<file path="config.mk">
export PLATFORM = sky130hd
export DESIGN_NAME = fifo_in_rotator
export DESIGN_NICKNAME = d
export VERILOG_FILES = /design/src/rtl/fifo_in_rotator.sv
export SDC_FILE = /design/constraint.sdc
export NUM_CORES = 1
export LEC_CHECK = 0
export BUFFER_PORTS_ARGS = -buffer_cell sky130_fd_sc_hd__buf_2
export CAP_MARGIN = 10
export CORE_AREA = 5 5 139 274
export CTS_BUF_LIST = sky130_fd_sc_hd__clkbuf_16
export DETAILED_ROUTE_END_ITERATION = 8
export DIE_AREA = 0 0 144 279
export PLACE_DENSITY_LB_ADDON = 0.05
export SYNTH_ARGS = -nofsm -noshare
export SYNTH_HDL_FRONTEND = slang
export SYNTH_SLANG_ARGS = --single-unit
</file>
<file path="constraint.sdc">
create_clock -name clk_i -period 4.7 [get_ports clk_i]
set_input_delay 0.47 -clock clk_i [delete_from_list [all_inputs] [get_ports clk_i]]
set_output_delay 0.47 -clock clk_i [all_outputs]
set_load 0.01 [all_outputs]
</file>
<file path="src/rtl/fifo_in_rotator.sv">
// Write-side front end of the banked sample FIFO.
// Rotates logical lanes onto physical banks and tracks write pointer/level.
module fifo_in_rotator #(
  parameter int DATA_W          = 16,
  parameter int ADDR_W          = 11,
  parameter int NUM_OF_MEM      = 8,
  parameter int LOG2_NUM_OF_MEM = 3
) (
  input  logic                                       clk_i,
  input  logic                                       rst_i,
  input  logic                                       clr_i,
  input  logic                                       valid_i,
  input  logic [LOG2_NUM_OF_MEM:0]                   cnt_i,
  input  logic [DATA_W*NUM_OF_MEM-1:0]               data_i,
  output logic                                       ready_o,
  input  logic [ADDR_W:0]                            rd_ptr_i,
  output logic [ADDR_W:0]                            wr_ptr_o,
  output logic [ADDR_W:0]                            level_o,
  output logic                                       full_o,
  output logic [NUM_OF_MEM-1:0]                      mem_we_o,
  output logic [(ADDR_W-LOG2_NUM_OF_MEM)*NUM_OF_MEM-1:0] mem_addr_o,
  output logic [DATA_W*NUM_OF_MEM-1:0]               mem_data_o,
  output logic                                       err_o
);

  localparam int L   = LOG2_NUM_OF_MEM;
  localparam int RW  = ADDR_W - L;
  localparam int CAP = 2 ** ADDR_W;

  logic [ADDR_W:0]             wr_ptr;
  logic [ADDR_W:0]             level;
  logic [L-1:0]                a;
  logic [RW-1:0]               row;
  logic                        cnt_ok;
  logic                        accept;
  logic [NUM_OF_MEM-1:0][L-1:0] lane;
  logic [NUM_OF_MEM-1:0]       we_n;
  logic [RW*NUM_OF_MEM-1:0]    addr_n;
  logic [DATA_W*NUM_OF_MEM-1:0] data_n;
  logic [NUM_OF_MEM-1:0]       mem_we;
  logic [RW*NUM_OF_MEM-1:0]    mem_addr;
  logic [DATA_W*NUM_OF_MEM-1:0] mem_data;
  logic                        err;

  assign a     = wr_ptr[L-1:0];
  assign row   = wr_ptr[ADDR_W-1:L];
  assign level = wr_ptr - rd_ptr_i;

  // Comparing level against CAP-NUM avoids underflow if level ever exceeds CAP.
  assign ready_o = !rst_i && !clr_i &&
                   (level <= (ADDR_W+1)'(CAP - NUM_OF_MEM));
  assign full_o  = (level == (ADDR_W+1)'(CAP));

  assign cnt_ok = (cnt_i != '0) &&
                  (cnt_i <= (L+1)'(NUM_OF_MEM));
  assign accept = valid_i && ready_o && cnt_ok;

  // Per-bank lane select, enable and row (banks below a carry into next row).
  always_comb begin
    lane   = '0;
    we_n   = '0;
    addr_n = '0;
    data_n = '0;
    for (int p = 0; p < NUM_OF_MEM; p++) begin
      lane[p] = L'(p) - a;
      we_n[p] = {1'b0, lane[p]} < cnt_i;
      data_n[DATA_W*p +: DATA_W] = data_i[DATA_W*lane[p] +: DATA_W];
      addr_n[RW*p +: RW] = row + RW'(L'(p) < a);
    end
  end

  // Registered bank writes, pointer advance and sticky error flag.
  always_ff @(posedge clk_i) begin
    if (rst_i || clr_i) begin
      wr_ptr   <= '0;
      mem_we   <= '0;
      mem_addr <= '0;
      mem_data <= '0;
      err      <= 1'b0;
    end else begin
      mem_we <= accept ? we_n : '0;
      if (accept) begin
        mem_addr <= addr_n;
        mem_data <= data_n;
        wr_ptr   <= wr_ptr + (ADDR_W+1)'(cnt_i);
      end
      if (valid_i && !cnt_ok)
        err <= 1'b1;
    end
  end

  assign wr_ptr_o   = wr_ptr;
  assign level_o    = level;
  assign mem_we_o   = mem_we;
  assign mem_addr_o = mem_addr;
  assign mem_data_o = mem_data;
  assign err_o      = err;

endmodule

</file>
== Yosys cells after proc, flatten, opt, wreduce, memory -nomap -nowiden ==
Cells that the tools add are included.
Word-level totals
  register bits after elaboration: 213
  bits in latches: 0
  memory bits (writable): 0
  ROM bits: 0
  logic and storage cells: 63
  memories: 0
Cells by class
  add/sub/neg operators: 18
  multipliers: 0
  divide/modulo/power cells: 0
  $lt $le $gt $ge: 18
  eq/ne operators: 1
  shift-type cells: 8
  muxes and demuxes: 0
  bitwise operators: 1
  reduce and logical (&&, ||, !) cells: 12
Operator list (number)
  128-bit by 8-bit indexed part select with 16-bit output: 8
  8-bit by 1-bit adder with 8-bit output: 8
  3-bit by 4-bit less-than comparator with 1-bit output: 8
  12-bit by 4-bit adder with 12-bit output: 1
  12-bit equality test (second input constant): 1
  12-bit by 11-bit <= comparator with 1-bit output (second input constant): 1
  3-bit less-than comparator (first input constant): 4
  12-bit subtractor: 1
  3-bit subtractor (first input constant): 4
  1-bit logical AND: 6
  1-bit by 3-bit less-than comparator with 1-bit output (first input constant): 2
  2-bit by 3-bit less-than comparator with 1-bit output (first input constant): 2
  1-bit by 3-bit subtractor with 3-bit output (first input constant): 2
  2-bit by 3-bit subtractor with 3-bit output (first input constant): 2
  4-bit <= comparator (second input constant): 1
  4-bit nonzero test: 1
  1-bit logical NOT: 3
  2-bit OR reduction: 1
  1-bit logical OR: 1
  1-bit NOT: 1

== Depth between registers and ports, before layout ==
Gate-level depths: netlist (run 1).
  depth in word-level cells: 7
  depth in mapped cells: 19

== Worst setup path after synthesis (run 1) ==
OpenSTA, ideal clock, no wires.
  path kind: register to register
  start point: register wr_ptr[0], in the netlist wr_ptr_o[0]
  end point: register wr_ptr[5], in the netlist wr_ptr_o[5]
  library setup time: 0.075 ns
  arrival time: 4.434 ns
  data required time: 4.625 ns
  path slack: 0.191 ns
  cell stages (with the launch flop): 18
  path buffers: 6
  clock period less this slack: 4.509 ns
  path through: dfxtp_1 clkbuf_1 buf_1 buf_1 clkbuf_1 inv_1 ha_1 fa_1 and2b_1 o31a_1 o21ai_0 a2111oi_1 nand4_1 o31ai_2 buf_6 buf_8 or2_1 mux2i_1
Between the ends
  word-level cells in the longest chain between the ends: 5
  elaborated cells between the ends (all ways): 6
RTL lines
  start, declared: line 30  | logic [ADDR_W:0] wr_ptr;
  start signal, assigned: line 85  | wr_ptr <= wr_ptr + (ADDR_W+1)'(cnt_i);
  12-bit subtractor: line 47  | assign level = wr_ptr - rd_ptr_i;
  12-bit by 11-bit <= comparator with 1-bit output: line 51  | (level <= (ADDR_W+1)'(CAP - NUM_OF_MEM));
  1-bit logical AND: line 50  | assign ready_o = !rst_i && !clr_i &&
  1-bit logical AND (2 in series): line 56  | assign accept = valid_i && ready_o && cnt_ok;
Parallel ways exist; a longest one is shown, timed or not.
A chain may end at the register's enable or synchronous reset.

== Worst setup path in the final report (run 1) ==
  start point: register wr_ptr[0], in the netlist wr_ptr_o[0]
  end point: output port ready_o
Between the ends
  word-level cells in the longest chain between the ends: 3
RTL lines
  12-bit subtractor: line 47
  12-bit by 11-bit <= comparator with 1-bit output: line 51
  1-bit logical AND: line 50
  end, declared: line 15  | output logic ready_o,
Every way passes these cells.

==> impl_metrics.prom, run 1 <==
# TYPE chip_impl_metric gauge
chip_impl_metric{name="synth_fp_nets",unit=""} 1526
chip_impl_metric{name="relSlewSlack",unit="%"} 30.0
chip_impl_metric{name="r2r_slack",unit="ps"} 820
chip_impl_metric{name="clock_insertion_delay_worst_skew",unit="ps"} 520
chip_impl_metric{name="timing.final.ws_setup",unit="ps"} 637
chip_impl_info{name="clk_root_buffer_cell",value="sky130_fd_sc_hd__clkbuf_16"} 1
chip_impl_metric{name="cts_post_setup_buffers_inserted",unit=""} 0
chip_impl_metric{name="clock_path_buffers",unit=""} 3
chip_impl_metric{name="die_w",unit="µm"} 144
chip_impl_metric{name="synth_compound_area_share",unit="%"} 9.97
chip_impl_info{name="synth_area_leader_cell",value="sky130_fd_sc_hd__dfxtp_1"} 1
chip_impl_metric{name="adder_cell_fraction_of_synth_area",unit="%"} 4.93
chip_impl_metric{name="hpwl",unit="mm"} 40.9
chip_impl_info{name="result_of_the_run",value="finished clean"} 1
chip_impl_metric{name="design.die.area",unit="mm²"} 0.0402
chip_impl_metric{name="final_min_period_over_clock_period",unit="%"} 86.4
chip_impl_metric{name="required",unit="ps"} 4230
chip_impl_metric{name="synth.yosys.warnings",unit=""} 0
chip_impl_metric{name="grt_use_total",unit="%"} 25.5
chip_impl_metric{name="totalWireLength",unit="mm"} 52.2
chip_impl_metric{name="worst_r2r_path_depth",unit=""} 14
chip_impl_info{name="cts_tree",value="done"} 1
chip_impl_metric{name="worst_ir_drop_vdd",unit="mV"} 0.215
chip_impl_info{name="path_cells",value="inv_1 -> ha_1 -> fa_1 -> and2b_1 -> o31ai_2 -> a2111oi_0 -> a211oi_1 -> inv_1 -> nand3_1 -> o31a_1 -> buf_2"} 1
chip_impl_metric{name="die_height",unit="µm"} 279
chip_impl_metric{name="layout-drive-gt1-share",unit="%"} 35.2
chip_impl_info{name="hold_path.startpoint",value="valid_i"} 1
chip_impl_info{name="worst_hold_path.endpoint",value="err_o"} 1
chip_impl_metric{name="grt_first_pass_wirelength",unit="mm"} 76.3
chip_impl_metric{name="worst-slew-pin-transition",unit="ps"} 1050
chip_impl_info{name="synth.top_cells.by_count",value="213 x sky130_fd_sc_hd__dfxtp_1, 202 x sky130_fd_sc_hd__nand3_1, 153 x sky130_fd_sc_hd__o21ai_1, 131 x sky130_fd_sc_hd__mux2i_1, 128 x sky130_fd_sc_hd__mux4_2"} 1
chip_impl_metric{name="place_congestion",unit=""} 0.877
chip_impl_metric{name="ant_nets",unit=""} 0
chip_impl_metric{name="synth_top_area_share",unit="%"} 31.8
chip_impl_metric{name="report.power.total",unit="µW"} 4270
chip_impl_metric{name="worstPathMaxFanout",unit=""} 7
chip_impl_metric{name="grt_start_max_net_pins",unit=""} 201
chip_impl_metric{name="design.final.nets",unit=""} 1823
chip_impl_metric{name="fraction_of_synthesized_area_in_multiplexers",unit="%"} 31.3
chip_impl_metric{name="post-route-cell-area",unit="mm²"} 0.0161
chip_impl_metric{name="yosys.area_share.simple",unit="%"} 12.6
chip_impl_metric{name="wire_length_per_cell",unit="µm"} 25.0
chip_impl_metric{name="async_set_or_reset_flop_fraction_in_the_synthesized_netlist",unit="%"} 0
chip_impl_info{name="setup.worst_path.start_class",value="register"} 1
chip_impl_metric{name="path_clk_slew",unit="ps"} 60
chip_impl_metric{name="diodes",unit=""} 0
chip_impl_metric{name="core.rowCount",unit=""} 98
chip_impl_info{name="postSynth.topFlopCell",value="sky130_fd_sc_hd__dfxtp_1"} 1
chip_impl_metric{name="grt_antenna_before_repair",unit=""} 0
chip_impl_metric{name="synth.distinct_cells",unit=""} 58
chip_impl_metric{name="cp.arrival",unit="ps"} 3590
chip_impl_info{name="setup.worst_path.start",value="wr_ptr_o[0]"} 1
chip_impl_info{name="endpoint_of_the_most_critical_register_to_register_path",value="mem_data_o[26]"} 1
chip_impl_metric{name="finalHoldViolCount",unit=""} 0
chip_impl_metric{name="fin_worst_hold_slack",unit="ps"} 224
chip_impl_metric{name="synth-edff-count",unit=""} 0
chip_impl_metric{name="dpl-instance-area",unit="mm²"} 0.0154
chip_impl_info{name="synth_most_common_cell",value="sky130_fd_sc_hd__dfxtp_1"} 1
chip_impl_metric{name="drc",unit=""} 0
chip_impl_info{name="timing.setup.critical_path_class",value="register to output pin"} 1
chip_impl_info{name="r2r_start",value="wr_ptr_o[0]"} 1
chip_impl_metric{name="maxClockFrequency",unit="MHz"} 246
chip_impl_metric{name="report.final.slew_viol_count",unit=""} 0
chip_impl_metric{name="synth_xor_area_share",unit="%"} 3.27
chip_impl_info{name="synth_top_family_by_area",value="multiplexers"} 1
chip_impl_metric{name="syn_avg_cell_area",unit="µm²"} 10.1
chip_impl_metric{name="route.detailed.vias_per_inst",unit=""} 5.61
chip_impl_metric{name="tns",unit="ps"} 0
chip_impl_metric{name="cts_htree_levels",unit=""} 1
chip_impl_metric{name="dp_worst_setup_slack",unit="ps"} 864
chip_impl_metric{name="cts_hold_buffers",unit=""} 0
chip_impl_info{name="endpoint_kind",value="output pin"} 1
chip_impl_info{name="timing.critical_path.slowest_stage_cell",value="sky130_fd_sc_hd__a2111oi_0"} 1
chip_impl_info{name="min_delay_path_class",value="input port to register"} 1
chip_impl_metric{name="numClockSinks",unit=""} 213
chip_impl_metric{name="hold_path_depth",unit=""} 3
chip_impl_info{name="rsz0062_at_grt",value="no"} 1
chip_impl_metric{name="synth.cell_area",unit="mm²"} 0.0134
chip_impl_metric{name="final.fill_count",unit=""} 3497
chip_impl_metric{name="detailedRoute.firstPassIterationCount",unit=""} 4
chip_impl_metric{name="worst_path_largest_cell_delay",unit="ps"} 590
chip_impl_metric{name="cts-buffers-inserted",unit=""} 23
chip_impl_metric{name="powerDensity",unit="mW/mm²"} 265
chip_impl_metric{name="vias_in_the_first_global_route",unit=""} 11800
chip_impl_metric{name="vias",unit=""} 11700
chip_impl_metric{name="floorplan.core_area",unit="mm²"} 0.0357
chip_impl_metric{name="seq_area_frac_synth",unit="%"} 31.8
chip_impl_info{name="synth_area_leaders",value="sky130_fd_sc_hd__dfxtp_1 32%, sky130_fd_sc_hd__mux4_2 21%, sky130_fd_sc_hd__mux2i_1 9.8%, sky130_fd_sc_hd__nand3_1 7.5%, sky130_fd_sc_hd__o21ai_1 5.7%"} 1
chip_impl_metric{name="synthCells",unit=""} 1327
chip_impl_metric{name="port_buffers",unit=""} 374
chip_impl_metric{name="setup_viol",unit=""} 0
chip_impl_metric{name="first_iter_violations",unit=""} 542
chip_impl_metric{name="worst_clock_skew",unit="ps"} 10.2
chip_impl_info{name="worst_path_most_repeated_cell",value="sky130_fd_sc_hd__inv_1"} 1
chip_impl_metric{name="pin_count",unit=""} 375
chip_impl_metric{name="post_cts_resized",unit=""} 0
chip_impl_metric{name="floorplan.initialDensity",unit="%"} 37.6
chip_impl_metric{name="fin_crit",unit="ps"} 4060
chip_impl_metric{name="yosys_register_bits",unit=""} 213
chip_impl_metric{name="count_of_maximum_capacitance_violations",unit=""} 0
chip_impl_metric{name="grt_overflow",unit=""} 0
chip_impl_metric{name="syn_to_final_growth",unit="%"} 20.4
chip_impl_metric{name="power.leakage",unit="µW"} 0.00704
[critical path: cells and delay by family (launching register included)]
family	cells	cell delay, ps
compound gates	4	1150
fa+ha+maj	2	710
buf+inv	3	440
flops	1	350
simple gates	2	420
[area by class of cell]
class                      count  area (µm²)  area share, %
sequential                   213        4270           26.5
timing repair buffer         399        2110           13.1
clock buffer                  23         576           3.56
tap                          450         563           3.49
clock inverter                18         146          0.907
multi-input combinational    955        8360           51.8
inverter                      32         120          0.744
[stage by stage]
stage                     instances  util (%)
final                          2090      45.2
after CTS                      2090      45.2
after global routing           2090      45.2
after detailed placement       2049      43.2
after floorplan                1327         -
after global placement         2049      43.2
[cell families (layout without fill, tap and decap cells)]
| logic type | count (synthesis) | after routing |
|---|---|---|
| buffers and inverters | 159 | 472 |
| multiplexers | 259 | 259 |
| adder cells (fa/ha/maj) | 51 | 51 |
| XOR/XNOR | 50 | 50 |
| AND/OR/NAND/NOR | 352 | 352 |
| flip-flops | 213 | 213 |
| AO/OA/AOI/OAI | 243 | 243 |
[worst max-delay path by stage]
stage	endpoint
3_5_place_dp	mem_data_o[26]
3_3_place_gp	mem_data_o[87]
4_1_cts	full_o
5_1_grt	full_o
2_1_floorplan	wr_ptr_o[5]
6_report	ready_o
[flip-flops by register name (all words and copies together), names as in the netlist]
signal	count
mem_addr_o	64
mem_data_o	128
mem_we_o	8
err_o	1
wr_ptr_o	12
[metal layers]
layer / wire length, µm / vias up / part of all wire, % / track usage (%)
li1: - / 5531 / - / -
met1: 17700 / 5637 / 34 / 27.0
met2: 27900 / 465 / 53 / 46.7
met3: 3020 / 96 / 5.8 / 3.68
met4: 3610 / 0 / 6.9 / 14.8
met5: 0 / - / 0 / 0
[placed cells by master, fill, tap and decap left out, types with 3 or more instances in the layout]
cell type                   Yosys  final
sky130_fd_sc_hd__dfxtp_1      213    210
sky130_fd_sc_hd__a21o_1         6      6
sky130_fd_sc_hd__mux4_2       128    128
sky130_fd_sc_hd__mux2i_1      131    131
sky130_fd_sc_hd__nor2_1        27     26
sky130_fd_sc_hd__clkinv_1       0      3
sky130_fd_sc_hd__inv_2          4      4
sky130_fd_sc_hd__and2_1         6      6
sky130_fd_sc_hd__clkbuf_16      0     23
sky130_fd_sc_hd__xor2_1        37     37
sky130_fd_sc_hd__ha_1          48     47
sky130_fd_sc_hd__inv_1         28     33
sky130_fd_sc_hd__o21a_1         3      3
sky130_fd_sc_hd__o31a_1         5      5
sky130_fd_sc_hd__xnor2_1       13     11
sky130_fd_sc_hd__o211ai_1       3      3
sky130_fd_sc_hd__clkinv_2       0      4
sky130_fd_sc_hd__nand2_1       83     83
sky130_fd_sc_hd__and3_1         5      5
sky130_fd_sc_hd__a21oi_1       21     21
sky130_fd_sc_hd__o21ai_1      153    153
sky130_fd_sc_hd__fa_1           3      3
sky130_fd_sc_hd__nor3_1         5      5
sky130_fd_sc_hd__or2_2          3      3
sky130_fd_sc_hd__nand3_1      202    202
sky130_fd_sc_hd__buf_4         11     21
sky130_fd_sc_hd__or3_1          4      4
sky130_fd_sc_hd__o21ai_0       34     34
sky130_fd_sc_hd__buf_2          6    374
sky130_fd_sc_hd__nor4_1         3      3
sky130_fd_sc_hd__buf_12         0      4
[report_power, final]
part / internal [µW] / switching [µW] / total, µW
Combinational: 266 / 375 / 640
Clock: 1010 / 790 / 1800
Sequential: 1830 / 12.4 / 1840
Power figures use the tool's default switching activity.
==> run 2: changes to the inputs <==
Settings changed: MAX_ROUTING_LAYER set to met4, PLACE_DENSITY_LB_ADDON 0.05 to not set.
==> run 2 against run 1 <==
Effect of this change:
- sequential power about the same
- routed wire length up 0.74%
- critical path depth unchanged
- fmax up 1.7%
- global-route usage up 0.72 points
- clock skew up 7.3 ps
- total power up 2.0%
- worst hold slack worse by 32 ps
==> impl_metrics.prom, run 2 (same netlist as run 1, synthesis figures left out) <==
# TYPE chip_impl_metric gauge
chip_impl_metric{name="hold_path_depth",unit=""} 3
chip_impl_metric{name="maxClockFrequency",unit="MHz"} 250
chip_impl_metric{name="floorplan.initialDensity",unit="%"} 37.6
chip_impl_metric{name="layout-drive-gt1-share",unit="%"} 35.5
chip_impl_metric{name="numClockSinks",unit=""} 213
chip_impl_metric{name="ant_nets",unit=""} 0
chip_impl_metric{name="die_height",unit="µm"} 279
chip_impl_metric{name="tns",unit="ps"} 0
chip_impl_info{name="setup.worst_path.start_class",value="register"} 1
chip_impl_metric{name="design.die.area",unit="mm²"} 0.0402
chip_impl_metric{name="vias",unit=""} 11800
chip_impl_metric{name="worst_clock_skew",unit="ps"} 17.5
chip_impl_info{name="result_of_the_run",value="finished clean"} 1
chip_impl_metric{name="finalHoldViolCount",unit=""} 0
chip_impl_metric{name="worstPathMaxFanout",unit=""} 22
chip_impl_info{name="setup.worst_path.start",value="wr_ptr_o[1]"} 1
chip_impl_metric{name="largest_register_ffs",unit=""} 128
chip_impl_info{name="r2r_start",value="wr_ptr_o[0]"} 1
chip_impl_metric{name="cts_htree_levels",unit=""} 1
chip_impl_metric{name="worst_r2r_path_depth",unit=""} 14
chip_impl_metric{name="powerDensity",unit="mW/mm²"} 269
chip_impl_metric{name="worst-slew-pin-transition",unit="ps"} 1310
chip_impl_metric{name="die_w",unit="µm"} 144
chip_impl_metric{name="path_clk_slew",unit="ps"} 70
chip_impl_metric{name="final_min_period_over_clock_period",unit="%"} 85.0
chip_impl_metric{name="clock_insertion_delay_worst_skew",unit="ps"} 540
chip_impl_metric{name="detailedRoute.firstPassIterationCount",unit=""} 5
chip_impl_metric{name="layout.area.seq",unit="mm²"} 0.00427
chip_impl_metric{name="wire_length_per_cell",unit="µm"} 25.1
chip_impl_info{name="min_delay_path_class",value="input port to register"} 1
chip_impl_metric{name="required",unit="ps"} 4230
chip_impl_metric{name="relSlewSlack",unit="%"} 12.7
chip_impl_metric{name="timing.final.ws_setup",unit="ps"} 703
chip_impl_metric{name="r2r_slack",unit="ps"} 700
chip_impl_metric{name="final.fill_count",unit=""} 3502
chip_impl_info{name="endpoint_of_the_most_critical_register_to_register_path",value="mem_data_o[30]"} 1
chip_impl_metric{name="clock_path_buffers",unit=""} 3
chip_impl_info{name="most_frequent_cells_in_the_layout",value="374 x sky130_fd_sc_hd__buf_2, 210 x sky130_fd_sc_hd__dfxtp_1, 202 x sky130_fd_sc_hd__nand3_1, 153 x sky130_fd_sc_hd__o21ai_1, 131 x sky130_fd_sc_hd__mux2i_1"} 1
chip_impl_metric{name="hpwl",unit="mm"} 41.4
chip_impl_metric{name="port_buffers",unit=""} 374
chip_impl_info{name="rsz0062_at_grt",value="no"} 1
chip_impl_metric{name="area_used_by_multi_input_combinational_logic",unit="mm²"} 0.00836
chip_impl_metric{name="dp_worst_setup_slack",unit="ps"} 765
chip_impl_metric{name="setup_viol",unit=""} 0
chip_impl_metric{name="grt_use_total",unit="%"} 26.2
chip_impl_info{name="final_common_cell",value="sky130_fd_sc_hd__buf_2"} 1
chip_impl_metric{name="worst_ir_drop_vdd",unit="mV"} 0.290
chip_impl_metric{name="core.rowCount",unit=""} 98
chip_impl_metric{name="route.detailed.vias_per_inst",unit=""} 5.66
chip_impl_info{name="worst_hold_path.endpoint",value="err_o"} 1
chip_impl_metric{name="drc",unit=""} 0
chip_impl_metric{name="report.final.slew_viol_count",unit=""} 0
chip_impl_info{name="cts_tree",value="done"} 1
chip_impl_metric{name="totalWireLength",unit="mm"} 52.6
chip_impl_info{name="endpoint_kind",value="output pin"} 1
chip_impl_metric{name="cts_hold_buffers",unit=""} 0
chip_impl_metric{name="first_iter_violations",unit=""} 669
chip_impl_metric{name="design.final.nets",unit=""} 1823
chip_impl_metric{name="grt_antenna_before_repair",unit=""} 2
chip_impl_metric{name="pin_count",unit=""} 375
chip_impl_metric{name="grt_first_pass_wirelength",unit="mm"} 76.3
chip_impl_metric{name="grt_overflow",unit=""} 0
chip_impl_metric{name="floorplan.core_area",unit="mm²"} 0.0357
chip_impl_metric{name="cp.arrival",unit="ps"} 3530
chip_impl_metric{name="fin_crit",unit="ps"} 4000
chip_impl_metric{name="syn_to_final_growth",unit="%"} 20.8
chip_impl_info{name="clk_root_buffer_cell",value="sky130_fd_sc_hd__clkbuf_16"} 1
chip_impl_metric{name="power.leakage",unit="µW"} 0.00705
chip_impl_metric{name="count_of_maximum_capacitance_violations",unit=""} 0
chip_impl_info{name="hold_path.startpoint",value="valid_i"} 1
chip_impl_metric{name="grt_start_max_net_pins",unit=""} 201
chip_impl_metric{name="post_cts_resized",unit=""} 0
chip_impl_metric{name="cts-buffers-inserted",unit=""} 23
chip_impl_metric{name="vias_in_the_first_global_route",unit=""} 11800
chip_impl_metric{name="place_congestion",unit=""} 0.954
chip_impl_metric{name="cts_post_setup_buffers_inserted",unit=""} 0
chip_impl_info{name="timing.setup.critical_path_class",value="register to output pin"} 1
## run 2: cell types whose count changed in the layout (fill, tap and decap cells not counted), sizes merged
cell | before | now
bufinv | 2 | 3
diode | 0 | 2
inv | 38 | 37
## run 2: layer usage
metal | track usage, % | vias to the layer above | wire [µm]
met4 | 19.6 | 0 | 5010
met3 | 2.83 | 121 | 2560
li1 | - | 5538 | -
met1 | 25.7 | 5708 | 17400
met2 | 46.3 | 472 | 27600
met5 | - | - | 0
## run 2: worst max-delay path by stage
stage               slack [ps]  cells after the start              to
floorplan                  190                     17     wr_ptr_o[5]
global placement           880                     13  mem_data_o[34]
CTS                        640                     11          full_o
detailed placement         770                     12  mem_data_o[43]
global route               360                     14  mem_data_o[51]
finish                     700                     11          full_o
## run 2: critical path, cell delays in order, from the launching register on
cell,delay (ps)
sky130_fd_sc_hd__dfxtp_4,340
sky130_fd_sc_hd__buf_4,330
sky130_fd_sc_hd__ha_1,320
sky130_fd_sc_hd__nor2b_4,140
sky130_fd_sc_hd__o2111a_1,320
sky130_fd_sc_hd__o31a_1,310
sky130_fd_sc_hd__or3_1,380
sky130_fd_sc_hd__and2_1,200
sky130_fd_sc_hd__nor4_1,280
sky130_fd_sc_hd__nand3_1,100
sky130_fd_sc_hd__nor3_1,130
sky130_fd_sc_hd__buf_2,160
## run 2: power breakdown
| part | switching (µW) | leakage (µW) | total (µW) | internal (µW) |
|---|---|---|---|---|
| Combinational | 374 | 0.00496 | 640 | 266 |
| Clock | 817 | 0.000377 | 1880 | 1070 |
| Sequential | 11.0 | 0.00172 | 1840 | 1830 |
## run 2: area by class of cell
type                            count  area share, %
Antenna cell                        2         0.0309
Tap cell                          450           3.48
Inverter                           32          0.742
Clock inverter                     18           1.11
Multi-Input combinational cell    955           51.6
Clock buffer                       23           3.55
Sequential cell                   213           26.4
Timing Repair Buffer              399           13.1
## run 2: through the flow
stage / utilization [%] / power [µW] / area, µm² / hold slack, ps / std cells
after floorplan: - / 2240 / 13400 / 478 / 1327
after global placement: 43.3 / 2510 / 15400 / 442 / 2049
after detailed placement: 43.3 / 2520 / 15400 / 446 / 2049
after CTS: 45.4 / 4410 / 16200 / 163 / 2090
after global routing: 45.4 / 4520 / 16200 / 210 / 2092
final: 45.4 / 4360 / 16200 / 193 / 2092
==> run 3: changes to the inputs <==
Settings changed: PLACE_DENSITY set to 0.64.
==> run 3 against run 2 <==
Effect of this change:
- fmax rose by 1.5%
- cell area fell by 0.67%
- global-route usage fell by 0.15 points
- clock power fell by 9%
- clock skew fell by 5.7 ps
- count of clock-buffer cells in the layout did not move
- routed wire length fell by 0.33%
- register-to-register slack improved by 80 ps
- worst hold slack improved by 16 ps
- critical path depth did not move
- sequential cell count did not move
==> impl_metrics.prom, run 3 (same netlist as run 1, synthesis figures left out) <==
# TYPE chip_impl_metric gauge
chip_impl_metric{name="powerDensity",unit="mW/mm²"} 260
chip_impl_metric{name="cts_post_setup_buffers_inserted",unit=""} 0
chip_impl_metric{name="report.final.slew_viol_count",unit=""} 0
chip_impl_info{name="min_delay_path_class",value="input port to register"} 1
chip_impl_metric{name="worst-slew-pin-transition",unit="ps"} 1200
chip_impl_metric{name="switchingPower",unit="µW"} 1150
chip_impl_metric{name="grt_antenna_before_repair",unit=""} 0
chip_impl_metric{name="p_int",unit="µW"} 3030
chip_impl_metric{name="relSlewSlack",unit="%"} 19.9
chip_impl_metric{name="clock_path_buffers",unit=""} 3
chip_impl_metric{name="fin_crit",unit="ps"} 3940
chip_impl_metric{name="detailedRoute.firstPassIterationCount",unit=""} 5
chip_impl_metric{name="diodes",unit=""} 0
chip_impl_info{name="endpoint_kind",value="output pin"} 1
chip_impl_info{name="endpoint_of_the_most_critical_register_to_register_path",value="mem_data_o[29]"} 1
chip_impl_metric{name="core.rowCount",unit=""} 98
chip_impl_metric{name="die_height",unit="µm"} 279
chip_impl_metric{name="vias_in_the_first_global_route",unit=""} 11700
chip_impl_metric{name="worst_r2r_path_depth",unit=""} 12
chip_impl_info{name="clk_root_buffer_cell",value="sky130_fd_sc_hd__clkbuf_16"} 1
chip_impl_metric{name="worst_clock_skew",unit="ps"} 11.7
chip_impl_metric{name="totalWireLength",unit="mm"} 52.4
chip_impl_metric{name="power.leakage",unit="µW"} 0.00701
chip_impl_info{name="hold_path.startpoint",value="valid_i"} 1
chip_impl_metric{name="r2r_slack",unit="ps"} 780
chip_impl_info{name="r2r_start",value="wr_ptr_o[1]"} 1
chip_impl_metric{name="design.die.area",unit="mm²"} 0.0402
chip_impl_metric{name="postLayoutCoreUtil",unit="%"} 45.1
chip_impl_metric{name="wire_length_per_cell",unit="µm"} 25.2
chip_impl_metric{name="count_of_maximum_capacitance_violations",unit=""} 0
chip_impl_info{name="final_common_cell",value="sky130_fd_sc_hd__buf_2"} 1
chip_impl_metric{name="globalRouteMet1Util",unit="%"} 26.0
chip_impl_metric{name="cts_hold_buffers",unit=""} 0
chip_impl_info{name="setup.worst_path.start_class",value="register"} 1
chip_impl_metric{name="design.final.nets",unit=""} 1819
chip_impl_info{name="timing.setup.critical_path_class",value="register to output pin"} 1
chip_impl_metric{name="largest_register_ffs",unit=""} 128
chip_impl_metric{name="worst_ir_drop_vdd",unit="mV"} 0.279
chip_impl_info{name="cts_tree",value="done"} 1
chip_impl_metric{name="grt_overflow",unit=""} 0
chip_impl_metric{name="clock_insertion_delay_worst_skew",unit="ps"} 520
chip_impl_metric{name="route.detailed.vias_per_inst",unit=""} 5.67
chip_impl_metric{name="path_clk_slew",unit="ps"} 60
chip_impl_metric{name="ant_nets",unit=""} 0
chip_impl_metric{name="worstPathMaxFanout",unit=""} 7
chip_impl_metric{name="p_clk_share",unit="%"} 41.1
chip_impl_metric{name="place_congestion",unit=""} 0.909
chip_impl_metric{name="hold_path_depth",unit=""} 3
chip_impl_metric{name="tns",unit="ps"} 0
chip_impl_metric{name="power_switching_share",unit="%"} 27.6
chip_impl_metric{name="finalHoldViolCount",unit=""} 0
chip_impl_info{name="grt_busiest_layer",value="met2"} 1
chip_impl_metric{name="grt_start_max_net_pins",unit=""} 201
chip_impl_metric{name="first_iter_violations",unit=""} 805
chip_impl_metric{name="share_seq_of_total_power",unit="%"} 43.9
chip_impl_metric{name="cp.arrival",unit="ps"} 3470
chip_impl_metric{name="cts-buffers-inserted",unit=""} 22
chip_impl_info{name="rsz0062_at_grt",value="no"} 1
chip_impl_metric{name="port_buffers",unit=""} 374
chip_impl_info{name="most_frequent_cells_in_the_layout",value="374 x sky130_fd_sc_hd__buf_2, 210 x sky130_fd_sc_hd__dfxtp_1, 202 x sky130_fd_sc_hd__nand3_1, 153 x sky130_fd_sc_hd__o21ai_1, 131 x sky130_fd_sc_hd__mux2i_1"} 1
chip_impl_metric{name="grt_first_pass_wirelength",unit="mm"} 75.7
chip_impl_metric{name="pin_count",unit=""} 375
chip_impl_metric{name="layout-drive-gt1-share",unit="%"} 35.2
chip_impl_metric{name="report.power.total",unit="µW"} 4180
chip_impl_info{name="result_of_the_run",value="finished clean"} 1
chip_impl_metric{name="cts_htree_levels",unit=""} 1
chip_impl_metric{name="grt_use_total",unit="%"} 26.0
chip_impl_info{name="worst_hold_path.endpoint",value="err_o"} 1
chip_impl_metric{name="required",unit="ps"} 4230
chip_impl_metric{name="final_min_period_over_clock_period",unit="%"} 83.8
chip_impl_metric{name="floorplan.initialDensity",unit="%"} 37.6
chip_impl_metric{name="die_w",unit="µm"} 144
chip_impl_metric{name="post_cts_resized",unit=""} 0
chip_impl_metric{name="global_route.usage.met3",unit="%"} 2.76
chip_impl_metric{name="drc",unit=""} 0
chip_impl_metric{name="vias",unit=""} 11800
chip_impl_metric{name="fin_worst_hold_slack",unit="ps"} 209
chip_impl_metric{name="syn_to_final_growth",unit="%"} 20.0
chip_impl_metric{name="setup_viol",unit=""} 0
chip_impl_metric{name="numClockSinks",unit=""} 213
chip_impl_metric{name="maxClockFrequency",unit="MHz"} 254
chip_impl_metric{name="gr_layer_usage_met2",unit="%"} 47.3
chip_impl_metric{name="pwr-share-comb",unit="%"} 15.0
chip_impl_metric{name="floorplan.core_area",unit="mm²"} 0.0357
chip_impl_metric{name="hpwl",unit="mm"} 41.5
run 3: cell count changes in the layout (fill, tap and decap cells not counted), moves of 2 or more:
cell / previous run / this run
sky130_fd_sc_hd__diode_2: 2 / 0
sky130_fd_sc_hd__inv_6: 4 / 1
sky130_fd_sc_hd__bufinv_16: 3 / 1
sky130_fd_sc_hd__buf_4: 20 / 17
sky130_fd_sc_hd__inv_1: 28 / 31
run 3: worst max path at each step:
stage / depth (start not counted) / end / slack (ps) / startpoint
after floorplan: 17 / wr_ptr_o[5] / 190 / wr_ptr_o[0]
after global placement: 13 / mem_data_o[125] / 950 / rd_ptr_i[0]
after detailed placement: 13 / mem_data_o[94] / 840 / rd_ptr_i[0]
after CTS: 11 / full_o / 740 / wr_ptr_o[0]
after global routing: 12 / mem_data_o[94] / 420 / wr_ptr_o[1]
final: 11 / full_o / 760 / wr_ptr_o[0]
run 3: power by group through the flow:
stage | combinational [µW] | clock (µW) | sequential, µW
2_1_floorplan | 354 | 0 | 1890
3_3_place_gp | 616 | 0 | 1880
3_5_place_dp | 628 | 0 | 1880
4_1_cts | 629 | 1760 | 1840
5_1_grt | 671 | 1830 | 1840
6_report | 629 | 1720 | 1840
run 3: stage by stage:
step / area [µm²] / setup WS (ps) / cells
CTS: 16100 / 740 / 2083
detailed placement: 15400 / 843 / 2046
global placement: 15400 / 945 / 2046
global route: 16100 / 419 / 2083
floorplan: 13400 / 191 / 1327
finish: 16100 / 764 / 2083
run 3: area by class of cell:
| class | count | area [µm²] |
|---|---|---|
| fillers | 3491 | 19600 |
| multi-input cells | 955 | 8360 |
| flip-flops and latches | 213 | 4270 |
| repair buffers | 396 | 2100 |
| clock buffers | 23 | 576 |
| well taps | 450 | 563 |
| inverters | 32 | 120 |
| clock inverters | 14 | 98.8 |
run 3: critical path: stages (launching register included):
cell                      delay [ps]
sky130_fd_sc_hd__dfxtp_4         360
sky130_fd_sc_hd__inv_1           240
sky130_fd_sc_hd__ha_1            290
sky130_fd_sc_hd__fa_1            230
sky130_fd_sc_hd__and2b_1         220
sky130_fd_sc_hd__o31ai_2         260
sky130_fd_sc_hd__a21oi_1         180
sky130_fd_sc_hd__o22a_1          220
sky130_fd_sc_hd__xnor2_1         460
sky130_fd_sc_hd__inv_1           140
sky130_fd_sc_hd__nor3_1          180
sky130_fd_sc_hd__buf_2           160
run 3: metal layers:
| layer | part of all wire, % | up-vias | wire (µm) |
|---|---|---|---|
| met1 | 33 | 5711 | 17300 |
| met5 | 0 | - | 0 |
| met2 | 54 | 483 | 28400 |
| met3 | 5.1 | 83 | 2690 |
| li1 | - | 5528 | - |
| met4 | 7.7 | 0 | 4010 |
